<file path="config.mk">
export PLATFORM = sky130hd
export DESIGN_NAME = screen_controller
export DESIGN_NICKNAME = d
export VERILOG_FILES = /design/src/rtl/breakout_pkg.sv /design/src/rtl/frame_timer.sv /design/src/rtl/screen_controller.sv
export SDC_FILE = /design/constraint.sdc
export NUM_CORES = 1
export LEC_CHECK = 0
export CORE_MARGIN = 4
export CORE_UTILIZATION = 25
export CTS_CLUSTER_DIAMETER = 80
export DETAILED_ROUTE_END_ITERATION = 10
export HOLD_SLACK_MARGIN = 0.1
export PLACE_DENSITY_LB_ADDON = 0.08
export SLEW_MARGIN = 20
export SYNTH_ARGS = -nofsm -noshare
export SYNTH_HDL_FRONTEND = slang
export SYNTH_SLANG_ARGS = --single-unit
export TNS_END_PERCENT = 100
</file>
<file path="constraint.sdc">
create_clock -name clock -period 2.1 [get_ports clock]
set_input_delay 0.525 -clock clock [delete_from_list [all_inputs] [get_ports clock]]
set_output_delay 0.525 -clock clock [all_outputs]
set_load 0.02 [all_outputs]
</file>
<file path="src/rtl/breakout_pkg.sv">
// Shared definitions for the Breakout screen sequencer: state encodings,
// default visible area, colour width and a counter-width helper.
package breakout_pkg;

    localparam int RGB_W        = 24;
    localparam int H_ACTIVE_DEF = 640;
    localparam int V_ACTIVE_DEF = 480;

    typedef enum logic [1:0] {
        ST_IDLE  = 2'd0,
        ST_SERVE = 2'd1,
        ST_PLAY  = 2'd2,
        ST_OVER  = 2'd3
    } state_t;

    // Bits needed to hold 0..max_val; never less than one bit.
    function automatic int cnt_width(input int max_val);
        return (max_val < 1) ? 1 : $clog2(max_val + 1);
    endfunction

endpackage

</file>
<file path="src/rtl/frame_timer.sv">
// Frame-tick down-counter. Loads LOAD on clear, decrements once per tick.
// done is high on the tick that reaches terminal count and, when not
// reloading, stays high while the count sits at zero (saturated).
// With RELOAD set the counter reloads on terminal count, so done is a
// one-cycle pulse every LOAD ticks.
module frame_timer
    import breakout_pkg::*;
#(
    parameter int LOAD   = 1,
    parameter bit RELOAD = 1'b0
) (
    input  logic clock,
    input  logic reset,
    input  logic clear,
    input  logic tick,
    output logic done
);

    localparam int            CW     = cnt_width(LOAD);
    localparam logic [CW-1:0] LOAD_V = CW'(LOAD);
    localparam logic [CW-1:0] ONE    = CW'(1);

    logic [CW-1:0] count;
    logic          terminal;

    assign terminal = tick && (count == ONE);
    assign done     = terminal || (count == '0);

    // Count down on ticks; reload on clear or (optionally) on terminal count.
    always_ff @(posedge clock) begin
        if (reset || clear) begin
            count <= LOAD_V;
        end else if (terminal && RELOAD) begin
            count <= LOAD_V;
        end else if (tick && (count != '0)) begin
            count <= count - ONE;
        end
    end

endmodule

</file>
<file path="src/rtl/screen_controller.sv">
// Breakout screen sequencer and pixel-layer arbiter.
//
//  state | meaning
//  ------+-------------------------------------------------------------
//  IDLE  | attract screen, lives reloaded, waiting for a start press
//  SERVE | ball parked, counting SERVE_FRAMES frames before play
//  PLAY  | motion enabled, watching ball_lost / bricks_cleared
//  OVER  | game over, overlay blinking, start honoured after hold time
module screen_controller
    import breakout_pkg::*;
#(
    parameter int LIVES_INIT       = 3,
    parameter int SERVE_FRAMES     = 60,
    parameter int BLINK_FRAMES     = 30,
    parameter int OVER_HOLD_FRAMES = 120,
    parameter int H_ACTIVE         = H_ACTIVE_DEF,
    parameter int V_ACTIVE         = V_ACTIVE_DEF
) (
    input  logic             clock,
    input  logic             reset,
    input  logic [9:0]       pixel_x,
    input  logic [9:0]       pixel_y,
    input  logic             start_btn,
    input  logic             ball_lost,
    input  logic             bricks_cleared,
    input  logic [RGB_W-1:0] game_rgb,
    input  logic             game_active,
    input  logic [RGB_W-1:0] over_rgb,
    input  logic             over_active,
    output logic [7:0]       red,
    output logic [7:0]       green,
    output logic [7:0]       blue,
    output logic             play_enable,
    output logic [2:0]       lives,
    output logic             win,
    output logic [1:0]       state,
    output logic             frame_tick
);

    localparam logic [2:0] LIVES_V = 3'(LIVES_INIT);
    localparam logic [9:0] H_LIM   = 10'(H_ACTIVE);
    localparam logic [9:0] V_LIM   = 10'(V_ACTIVE);

    state_t             state_q;
    state_t             state_d;
    logic [2:0]         lives_q;
    logic               win_q;
    logic               start_q;
    logic               start_rise;
    logic               match;
    logic               match_q;
    logic               frame_tick_q;
    logic               serve_done;
    logic               hold_done;
    logic               blink_done;
    logic               blink_on;
    logic [9:0]         px_q;
    logic [9:0]         py_q;
    logic [RGB_W-1:0]   rgb_q;

    assign start_rise = start_btn & ~start_q;
    assign match      = (pixel_x == 10'd0) && (pixel_y == V_LIM);

    // Frame tick fires once on the first cycle the scan reaches the
    // frame-end position, even if that position is held for several cycles.
    always_ff @(posedge clock) begin
        if (reset) begin
            match_q      <= 1'b0;
            frame_tick_q <= 1'b0;
            start_q      <= 1'b0;
        end else begin
            match_q      <= match;
            frame_tick_q <= match & ~match_q;
            start_q      <= start_btn;
        end
    end

    frame_timer #(.LOAD(SERVE_FRAMES), .RELOAD(1'b0)) u_serve_timer (
        .clock (clock),
        .reset (reset),
        .clear (state_q != ST_SERVE),
        .tick  (frame_tick_q),
        .done  (serve_done)
    );

    frame_timer #(.LOAD(OVER_HOLD_FRAMES), .RELOAD(1'b0)) u_hold_timer (
        .clock (clock),
        .reset (reset),
        .clear (state_q != ST_OVER),
        .tick  (frame_tick_q),
        .done  (hold_done)
    );

    frame_timer #(.LOAD(BLINK_FRAMES), .RELOAD(1'b1)) u_blink_timer (
        .clock (clock),
        .reset (reset),
        .clear (state_q != ST_OVER),
        .tick  (frame_tick_q),
        .done  (blink_done)
    );

    // State register.
    always_ff @(posedge clock) begin
        if (reset) begin
            state_q <= ST_IDLE;
        end else begin
            state_q <= state_d;
        end
    end

    // Next-state logic; bricks_cleared outranks ball_lost in the same cycle.
    always_comb begin
        state_d = state_q;
        unique case (state_q)
            ST_IDLE: begin
                if (start_rise) state_d = ST_SERVE;
            end
            ST_SERVE: begin
                if (serve_done) state_d = ST_PLAY;
            end
            ST_PLAY: begin
                if (bricks_cleared) begin
                    state_d = ST_OVER;
                end else if (ball_lost) begin
                    state_d = (lives_q <= 3'd1) ? ST_OVER : ST_SERVE;
                end
            end
            ST_OVER: begin
                if (hold_done && start_rise) state_d = ST_IDLE;
            end
            default: state_d = ST_IDLE;
        endcase
    end

    // Output decode from the state and the registered datapath.
    always_comb begin
        play_enable = (state_q == ST_PLAY);
        state       = state_q;
        lives       = lives_q;
        win         = win_q;
        frame_tick  = frame_tick_q;
        red         = rgb_q[23:16];
        green       = rgb_q[15:8];
        blue        = rgb_q[7:0];
    end

    // Lives and win flag; lives stop at zero.
    always_ff @(posedge clock) begin
        if (reset) begin
            lives_q <= LIVES_V;
            win_q   <= 1'b0;
        end else if (state_q == ST_IDLE) begin
            lives_q <= LIVES_V;
            win_q   <= 1'b0;
        end else if (state_q == ST_PLAY) begin
            if (bricks_cleared) begin
                win_q <= 1'b1;
            end else if (ball_lost && (lives_q != 3'd0)) begin
                lives_q <= lives_q - 3'd1;
                if (lives_q == 3'd1) win_q <= 1'b0;
            end
        end
    end

    // Blink phase: held on outside OVER, toggles each blink period inside.
    always_ff @(posedge clock) begin
        if (reset) begin
            blink_on <= 1'b1;
        end else if (state_q != ST_OVER) begin
            blink_on <= 1'b1;
        end else if (blink_done) begin
            blink_on <= ~blink_on;
        end
    end

    // Delay the scan position one cycle to line up with the layer inputs.
    always_ff @(posedge clock) begin
        if (reset) begin
            px_q <= '0;
            py_q <= '0;
        end else begin
            px_q <= pixel_x;
            py_q <= pixel_y;
        end
    end

    // Layer mux: blank outside the visible area, overlay only in OVER.
    always_ff @(posedge clock) begin
        if (reset) begin
            rgb_q <= '0;
        end else if ((px_q >= H_LIM) || (py_q >= V_LIM)) begin
            rgb_q <= '0;
        end else if ((state_q == ST_OVER) && over_active && blink_on) begin
            rgb_q <= over_rgb;
        end else if (game_active) begin
            rgb_q <= game_rgb;
        end else begin
            rgb_q <= '0;
        end
    end

endmodule

</file>
# Yosys cells after proc, flatten, opt, wreduce, memory -nomap -nowiden
# Cells that the tools add are included.
[classes]
addsub = 4
magnitude_cmp = 3
n_eq_ne = 14
mux = 12
n_bitwise = 6
n_reduce_logical = 35
[ops]
columns = ["operator", "n"]
rows = [
  ["24-bit 2-to-1 mux", 2],
  ["2-bit 2-to-1 mux", 6],
  ["1-bit logical AND", 11],
  ["10-bit by 9-bit == test with 1-bit output (second input constant)", 1],
  ["10-bit >= comparator (second input constant)", 1],
  ["10-bit by 9-bit >= comparator with 1-bit output (second input constant)", 1],
  ["10-bit logical NOT", 1],
  ["2-bit inequality test (second input constant)", 4],
  ["2-bit case mux with 4 select lines", 1],
  ["2-bit OR reduction", 4],
  ["7-bit by 1-bit == test with 1-bit output (second input constant)", 1],
  ["7-bit logical NOT", 1],
  ["7-bit nonzero test", 1],
  ["7-bit by 1-bit subtractor with 7-bit output (second input constant)", 1],
  ["6-bit by 1-bit == test with 1-bit output (second input constant)", 1],
  ["6-bit logical NOT", 1],
  ["1-bit logical OR", 6],
  ["3-bit AND reduction", 2],
  ["6-bit nonzero test", 1],
  ["6-bit by 1-bit subtractor with 6-bit output (second input constant)", 1],
  ["5-bit by 1-bit == test with 1-bit output (second input constant)", 1],
  ["5-bit logical NOT", 1],
  ["5-bit nonzero test", 1],
  ["5-bit by 1-bit subtractor with 5-bit output (second input constant)", 1],
  ["14 further kinds", 22],
]
[totals]
regBits = 72
input_bits = 75
out_inout_bits = 32
word_cells = 87

# Depth between registers and ports, before layout
# Gate-level depths: netlist of the first run.
[logic_depth]
depth_word = 6
ltp_mapped = 6
depth_no_buf = 6

# By module
# From an unflattened synthesis of the first run, not the netlist that was laid out.
[unflattened]
cells_unflattened = 317
hier_area_um2 = 2775.2
[by_module_without_submodules]
columns = ["module", "instances", "cells_each", "area_per_inst_um2", "seq_area_each_um2"]
rows = [
  ["screen_controller", 1, 195, 1707.9, 840.8],
  ["frame_timer (u_hold_timer)", 1, 48, 414.1, 140.1],
  ["frame_timer (u_serve_timer)", 1, 39, 344.1, 120.1],
  ["frame_timer (u_blink_timer)", 1, 35, 309.0, 100.1],
]

# Worst setup path before layout of the first run
# No wires, ideal clock.
[synth_path]
kind = "register -> register"
start = "reg state_q[1] (netlist: state[1])"
end = "reg state_q[1] (netlist: state[1])"
setup_time_ps = 95
arrival_ps = 1558
required_ps = 2005
setup_slack_ps = 447
path_stages_with_launch = 6
path_buffers = 1
period_less_slack_ps = 1653
path_cell_list = "dfxtp_1 -> buf_2 -> nor2b_1 -> o31ai_1 -> o21a_1 -> a221oi_1"
[synth_via]
elab_chain_cells = 3
word_cells_on_any_way = 10
classes_between = "7 x eq/ne; 1 x mux; 2 x reduce/logical"
[synth_lines]
columns = ["item", "line_no", "text"]
rows = [
  ["from (decl)", "screen_controller.sv:44", "state_t state_q;"],
  ["from (signal assigned)", "screen_controller.sv:107", "state_q <= state_d;"],
  ["2-bit == test *", "-", ""],
  ["via play_enable", "screen_controller.sv:33", "output logic play_enable,"],
  ["3-bit inequality test (no source line)", "-", ""],
  ["4-bit AND reduction (no source line)", "-", ""],
]
# Mark *: on every way through the listed nets, which the timed path passes. The rest lies on a longest branch.
# A chain may end at the register's enable or synchronous reset.

# Worst setup path after layout of the first run
[layout_path]
start = "reg lives_q[2] (netlist: lives[2])"
end = "out lives[2]"
[layout_lines]
columns = ["item", "line_no", "text"]
rows = [
  ["from (decl)", "screen_controller.sv:46", "logic [2:0] lives_q;"],
  ["from (signal assigned)", "screen_controller.sv:159", "lives_q <= lives_q - 3'd1;"],
  ["to (decl)", "screen_controller.sv:34", "output logic [2:0] lives,"],
]
# No word-level cell between the ends.

==> results.md, run 1 <==
* PortBufs at around 110
* Top cell type's share of synthesized area at 45.4%
* VDD IR max at 248 uV
* Worst setup endpoint: lives[2]
* Final nets at 507
* Area Growth Syn to Fin at 56.8%
* Final setup viols at 0
* Max FO, Critical Path at 5
* FFs w/ async S/R, synth at 0%
* Post-layout total power at 2.80 mW
* Drt total wl at 7870 um
* Clock transition at path regs at around 0.070 ns
* Fmax at 0.515 GHz
* Sequential fraction of the synthesis area at 45.4%
* Gate power share at 12.4%
* Max Root-Sink Buffers at 2
* Crit-path leading delay family: buffers and inverters
* Clk pwr share at 45.5%
* Leak at 1.55 nW
* Final std cells w/o fill at 560
* 1st-iter DRT viols at 85
* Commonest cells post-synth: dfxtp_1 (60), nand2_1 (36), a21oi_1 (30)
* RSZ-0062 raised after global routing: false
* Via Count at 2499
* Core area at 10300 um^2
* Vias in the first global route at 2499
* Flop-to-flop setup slack at 0.51 ns
* Detail Route Antenna Nets at 0
* Reg2reg start: u_blink_timer.count[0]
* Crit. End Element: primary output
* HP Class: reg -> reg
* First-pass GRT wire length at 12700 um
* CTS tree: done
* Setup Slack @ Placement at between 0.2 and 0.25 ns
* Antenna violations before repair at 0
* Post CTS Setup Buffer Count at 0
* Synth area leader: dfxtp_1
* Top_reg_cell synth: dfxtp_1
* Total stage count of the critical path at 1
* FF-to-FF End: u_blink_timer.count[0]
* Skew final at 0.00770 ns
* Io pins at between 100 and 150
* Least-Margin Pin Slew at 0.480 ns
* GRT Residual Overflow at 0
* Share of cells above drive strength 1 at around 7.5%
* Critical path class: reg -> out
* Worst path max stage delay at 0.65 ns
* Htree depth at 3
* Initial DRT Pass Iterations at 4
* Drt wl/cell at roughly 14 um
* Clock sinks at 60
* Min cycle time layout at between 1.5 and 2 ns
* Starting Density at 25.6%
* Post-route cell area at 4150 um^2
* Die Y at 111 um
* Crit path launch: lives[2]
* Sw Share at 21.9%
* Relative slew slack at 67.9%
* Worst EP arrival at 1.42 ns
* Largest net degree at the start of global routing at 25
* Sw power at a little over 0.6 mW
* Root Driver: clkbuf_8
* Syn_area_per_cell at 8.58 um^2
* Die width at around 110 um
* Synthesized flop and latch total at 60
* Ranking of synthesized cells by area: dfxtp_1 (45%), a21oi_1 (5.7%), ha_1 (5.7%)
* Pint at ~2.2 mW
* Dpl cell area at between 3000 and 4000 um^2
* Startpoint types: flop
* Cells along the critical path: clkdlybuf4s50_1
* Post-synthesis cell type count at 44
* CP bufs+invs at 1
* Final Core Density at 40.2%
* Die area at 12300 um^2
* Tcrit/Tclk final at 92.5%
* Final Worst Setup Slack at around 0.16 ns
* Dpl cells at 545
* Final hold violation count at 0
* Critical path required time at between 1.5 and 2 ns
* Ys Warns at 0
* Pwr dens at 676 nW/um^2
* Cells on Worst Hold Path at 1
* HPWL after detailed placement at 5670 um
* Top-count cell post-synth: dfxtp_1
* Setup TNS at 0 ns
* DRC Markers at 0
* Num CTS Buffers at 9
* GPL Wtd Cong at 0.801
* Hold_ws at 0.393 ns
* Syn Inst Count at 308
* Slowest cell on the critical path: clkdlybuf4s50_1
* MaxCap Viol Count at 0
* Global Route Usage Sum at 12.7%
* Clk_lat worst skew at 0.33 ns
* Post-synth EDFFs at 0
* Synthesized area at roughly 2600 um^2
* Fin. max-slew vios at 0
* Status: completed
* R2R cell count at 6
* # rows at 37
* # diodes at 0
* Fillers at 1054
* DR vias/cell at 4.46
* Flop pwr share at 42.1%
* Net count after synthesis at 395
[sequential cells by signal (all words and copies together) (netlist names), 2 cells and up]
name,flops
rgb_q,24
u_hold_timer.count,7
u_serve_timer.count,6
py_q,5
u_blink_timer.count,5
lives,3
px_q,3
state,2
[logic make-up (layout without fill, tap and decap cells)]
kind of cell               Yosys count  count (layout)  synth area share, %
AOI/OAI and AO/OA                   53              53                 11.8
xor gates and xnor gates             8               8                 2.65
adders and majority gates           12              12                 5.68
buffers and inverters               23             139                 3.41
DFF                                 60              60                 45.4
muxes                                3               3                 1.14
and+or+nand+nor                    149             149                 29.9
[worst min-delay path by stage]
stage	end	slack, ns	startpoint
2_1_floorplan	frame_tick	0.37	match_q
3_3_place_gp	frame_tick	0.38	match_q
3_5_place_dp	frame_tick	0.38	match_q
4_1_cts	frame_tick	0.40	match_q
5_1_grt	frame_tick	0.43	match_q
6_report	frame_tick	0.39	match_q
[layer usage]
metal	vias to the layer above	share of wire [%]	track usage (%)
li1	1297	-	-
met1	1123	47	16.5
met2	69	46	20.0
met3	10	5.4	3.49
met4	0	1.5	5.17
met5	-	0	0
[repair_timing]
item | 4_1_cts | 5_1_grt
gates resized for setup | 0 | 2
setup endpoints to repair | 0 | 2
hold buffers | 0 | 0
hold endpoints to repair | 0 | 0
[power by group through the flow]
stage / Combinational, mW / Sequential (mW) / Clock (mW)
floorplan: 0.0917 / 1.24 / 0
global placement: 0.349 / 1.21 / 0
detailed placement: 0.350 / 1.21 / 0
CTS: 0.352 / 1.18 / 1.31
global route: 0.376 / 1.18 / 1.36
finish: 0.347 / 1.18 / 1.28
[placed cells by master (no fill, tap or decap), drive strengths merged, types with 2 or more instances in the layout]
cell	count
nor2b	13
nor2	23
o21a	3
xnor2	7
or4	2
dlymetal6s2s	2
nor4b	2
nand3b	5
nor3	8
o21ai	5
nand2b	6
or2	2
nor4	5
clkinv	2
a21oi	30
clkdlybuf4s50	104
and4	3
nor3b	2
dfxtp	60
nand4	4
and2	3
nand2	36
a31oi	3
a211oi	5
nand3	29
clkbuf	10
buf	10
inv	8
o211ai	2
or4b	2
ha	12
bufinv	3
mux2i	3
[area by class of cell]
type / count / area [um^2] / area share (%)
well taps: 136 / 170 / 4.11
flip-flops and latches: 60 / 1200 / 29.0
multi-input cells: 225 / 1350 / 32.6
inverters: 8 / 30.0 / 0.724
clock inverters: 5 / 100 / 2.41
repair buffers: 116 / 1150 / 27.8
clock buffers: 10 / 138 / 3.32
(Power assumes the default switching activity.)
==> inputs of run 2 (changes only) <==
--- a/config.mk
+++ b/config.mk
@@ -6,7 +6,7 @@
 export NUM_CORES = 1
 export LEC_CHECK = 0
 export CORE_MARGIN = 4
-export CORE_UTILIZATION = 25
+export CORE_UTILIZATION = 35
 export CTS_CLUSTER_DIAMETER = 80
 export DETAILED_ROUTE_END_ITERATION = 10
 export HOLD_SLACK_MARGIN = 0.1
==> results.md, run 2 (synthesized netlist as in run 1, its figures left out) <==
* Met3 WL at 404 um (was 426 um)
* Cells on Worst Hold Path at 1 (unchanged)
* Regs by FF count: rgb_q (24), u_hold_timer.count (7), u_serve_timer.count (6) (unchanged)
* Area Growth Syn to Fin at 52.0% (was 56.8%)
* DR vias/cell at 4.78 (was 4.46)
* Clock sinks at 60 (unchanged)
* Detail Route Antenna Nets at 0 (unchanged)
* Die width at 94.9 um (was 111 um)
* Vias in the first global route at 2423 (was 2499)
* Post-route cell area at 4020 um^2 (was 4150 um^2)
* Hold_sp: match_q (unchanged)
* Num CTS Buffers at 9 (unchanged)
* Max reg flops at 24 (unchanged)
* Least-Margin Pin Slew at 0.440 ns (was 0.480 ns)
* Max Root-Sink Buffers at 2 (unchanged)
* Initial DRT Pass Iterations at 4 (unchanged)
* Largest Register: rgb_q (unchanged)
* Top sig layer: met4 (unchanged)
* HP Class: reg -> reg (unchanged)
* Reg2reg start: u_hold_timer.count[2] (was u_blink_timer.count[0])
* Most frequent cells in the layout: clkdlybuf4s50_1 (105), dfxtp_1 (59), nand2_1 (36) (was clkdlybuf4s50_1 (104), dfxtp_1 (60), nand2_1 (36))
* R2R cell count at 4 (was 6)
* Fin. max-slew vios at 0 (unchanged)
* Largest net degree at the start of global routing at 25 (unchanged)
* Clock transition at path regs at 0.06 ns (was 0.07 ns)
* Die area at 9010 um^2 (was 12300 um^2)
* Hold_ws at 0.387 ns (was 0.393 ns)
* Flop-to-flop setup slack at 0.47 ns (was 0.51 ns)
* Critical path required time at 1.57 ns (about the same)
* Fillers at 704 (was 1054)
* Dpl cell area at 3850 um^2 (was 3900 um^2)
* Relative slew slack at 70.6% (was 67.9%)
* RSZ-0062 raised after global routing: false (unchanged)
* FF-to-FF End: state[1] (was u_blink_timer.count[0])
* Pwr dens at 598 nW/um^2 (was 676 nW/um^2)
* Antenna violations before repair at 0 (unchanged)
* Startpoint types: flop (unchanged)
* GRT Residual Overflow at 0 (unchanged)
* # diodes at 0 (unchanged)
* CTS tree: done (unchanged)
* DR WL met2 at 3420 um (was 3620 um)
* Slowest cell on the critical path: clkdlybuf4s50_1 (unchanged)
* Max FO, Critical Path at 13 (was 5)
* Via Count at 2496 (was 2499)
* Post-cts hold buffer count at 0 (unchanged)
* MaxCap Viol Count at 0 (unchanged)
* Fmax at 0.502 GHz (was 0.515 GHz)
* Final hold violation count at 0 (unchanged)
* Final nets at 506 (was 507)
* Cells along the critical path: buf_4, clkdlybuf4s50_1 (was clkdlybuf4s50_1)
* Final std cells w/o fill at 522 (was 560)
* Final Core Density at 55.1% (was 40.2%)
* GPL Wtd Cong at 0.750 (was 0.801)
* Setup TNS at 0 ns (unchanged)
* Die Y at 94.9 um (was 111 um)
* Reg area at 1200 um^2 (about the same)
* Clk_lat worst skew at 0.32 ns (was 0.33 ns)
* Io pins at 107 (unchanged)
* Root Driver: clkbuf_8 (unchanged)
* Drt total wl at 6890 um (was 7870 um)
* Share of cells above drive strength 1 at 7.09% (was 7.55%)
* Commonest non-fill, non-tap cell in the layout: clkdlybuf4s50_1 (unchanged)
* Setup Slack @ Placement at 0.141 ns (was 0.206 ns)
* Tcrit/Tclk final at 94.9% (was 92.5%)
* Min cycle time layout at 1.99 ns (was 1.94 ns)
* Post-layout total power at 2.40 mW (was 2.80 mW)
* First-pass GRT wire length at 10900 um (was 12700 um)
* Drt wl/cell at 13.2 um (was 14.0 um)
* Critical path class: reg -> out (unchanged)
* Metal-1 WL at 3040 um (was 3700 um)
* DRC Markers at 0 (unchanged)
* PortBufs at 106 (unchanged)
* Core area at 7290 um^2 (was 10300 um^2)
* Worst min-delay path endpoint: frame_tick (unchanged)
* Final setup viols at 0 (unchanged)
* Dpl cells at 507 (was 545)
* Post-cts sizing count at 1 (was 0)
* Status: completed (unchanged)
* Skew final at 0.00726 ns (was 0.00770 ns)
* Worst path max stage delay at 0.63 ns (was 0.65 ns)
* Final Worst Setup Slack at 0.107 ns (was 0.158 ns)
* 1st-iter DRT viols at 105 (was 85)
* Crit. End Element: primary output (unchanged)
* Starting Density at 36.3% (was 25.6%)
* Area of the multi-input gates at 1350 um^2 (unchanged)
* HPWL after detailed placement at 5270 um (was 5670 um)
* VDD IR max at 276 uV (was 248 uV)
* Worst EP arrival at 1.47 ns (was 1.42 ns)
* Global Route Usage Sum at 15.3% (was 12.7%)
* # rows at 31 (was 37)
* Post CTS Setup Buffer Count at 0 (unchanged)
* Htree depth at 3 (unchanged)
* Leak at 1.48 nW (was 1.55 nW)
## run 2: layout make-up
class | count | area share (%)
multi-input cells | 225 | 33.7
flip-flops and latches | 60 | 29.9
repair buffers | 115 | 28.4
clock buffers | 13 | 3.96
well taps | 99 | 3.08
inverters | 8 | 0.747
clock inverters | 2 | 0.249
## run 2: routing by layer
layer	vias up	GRT usage (%)
li1	1295	-
met5	-	0
met2	66	25.7
met3	2	4.54
met4	0	5.41
met1	1133	18.6
## run 2: worst max path at each step
stage / from / to / slack (ns) / cells past startpoint
3_5_place_dp: reset / u_blink_timer.count[1] / 0.14 / 4
5_1_grt: state[1] / state[1] / 0.01 / 2
2_1_floorplan: state[1] / state[1] / 0.45 / 5
4_1_cts: state[0] / state[0] / 0.05 / 1
6_report: state[1] / state[1] / 0.11 / 2
3_3_place_gp: reset / u_blink_timer.count[1] / 0.20 / 4
## run 2: critical path: cells and delay by family, from the launching register on
family	cells	cell delay, ns
buffers and inverters	2	0.83
DFF	1	0.33
## run 2: where the power goes
part | internal [mW] | switching [mW]
Combinational | 0.206 | 0.131
Sequential | 1.17 | 0.0132
Clock | 0.483 | 0.399
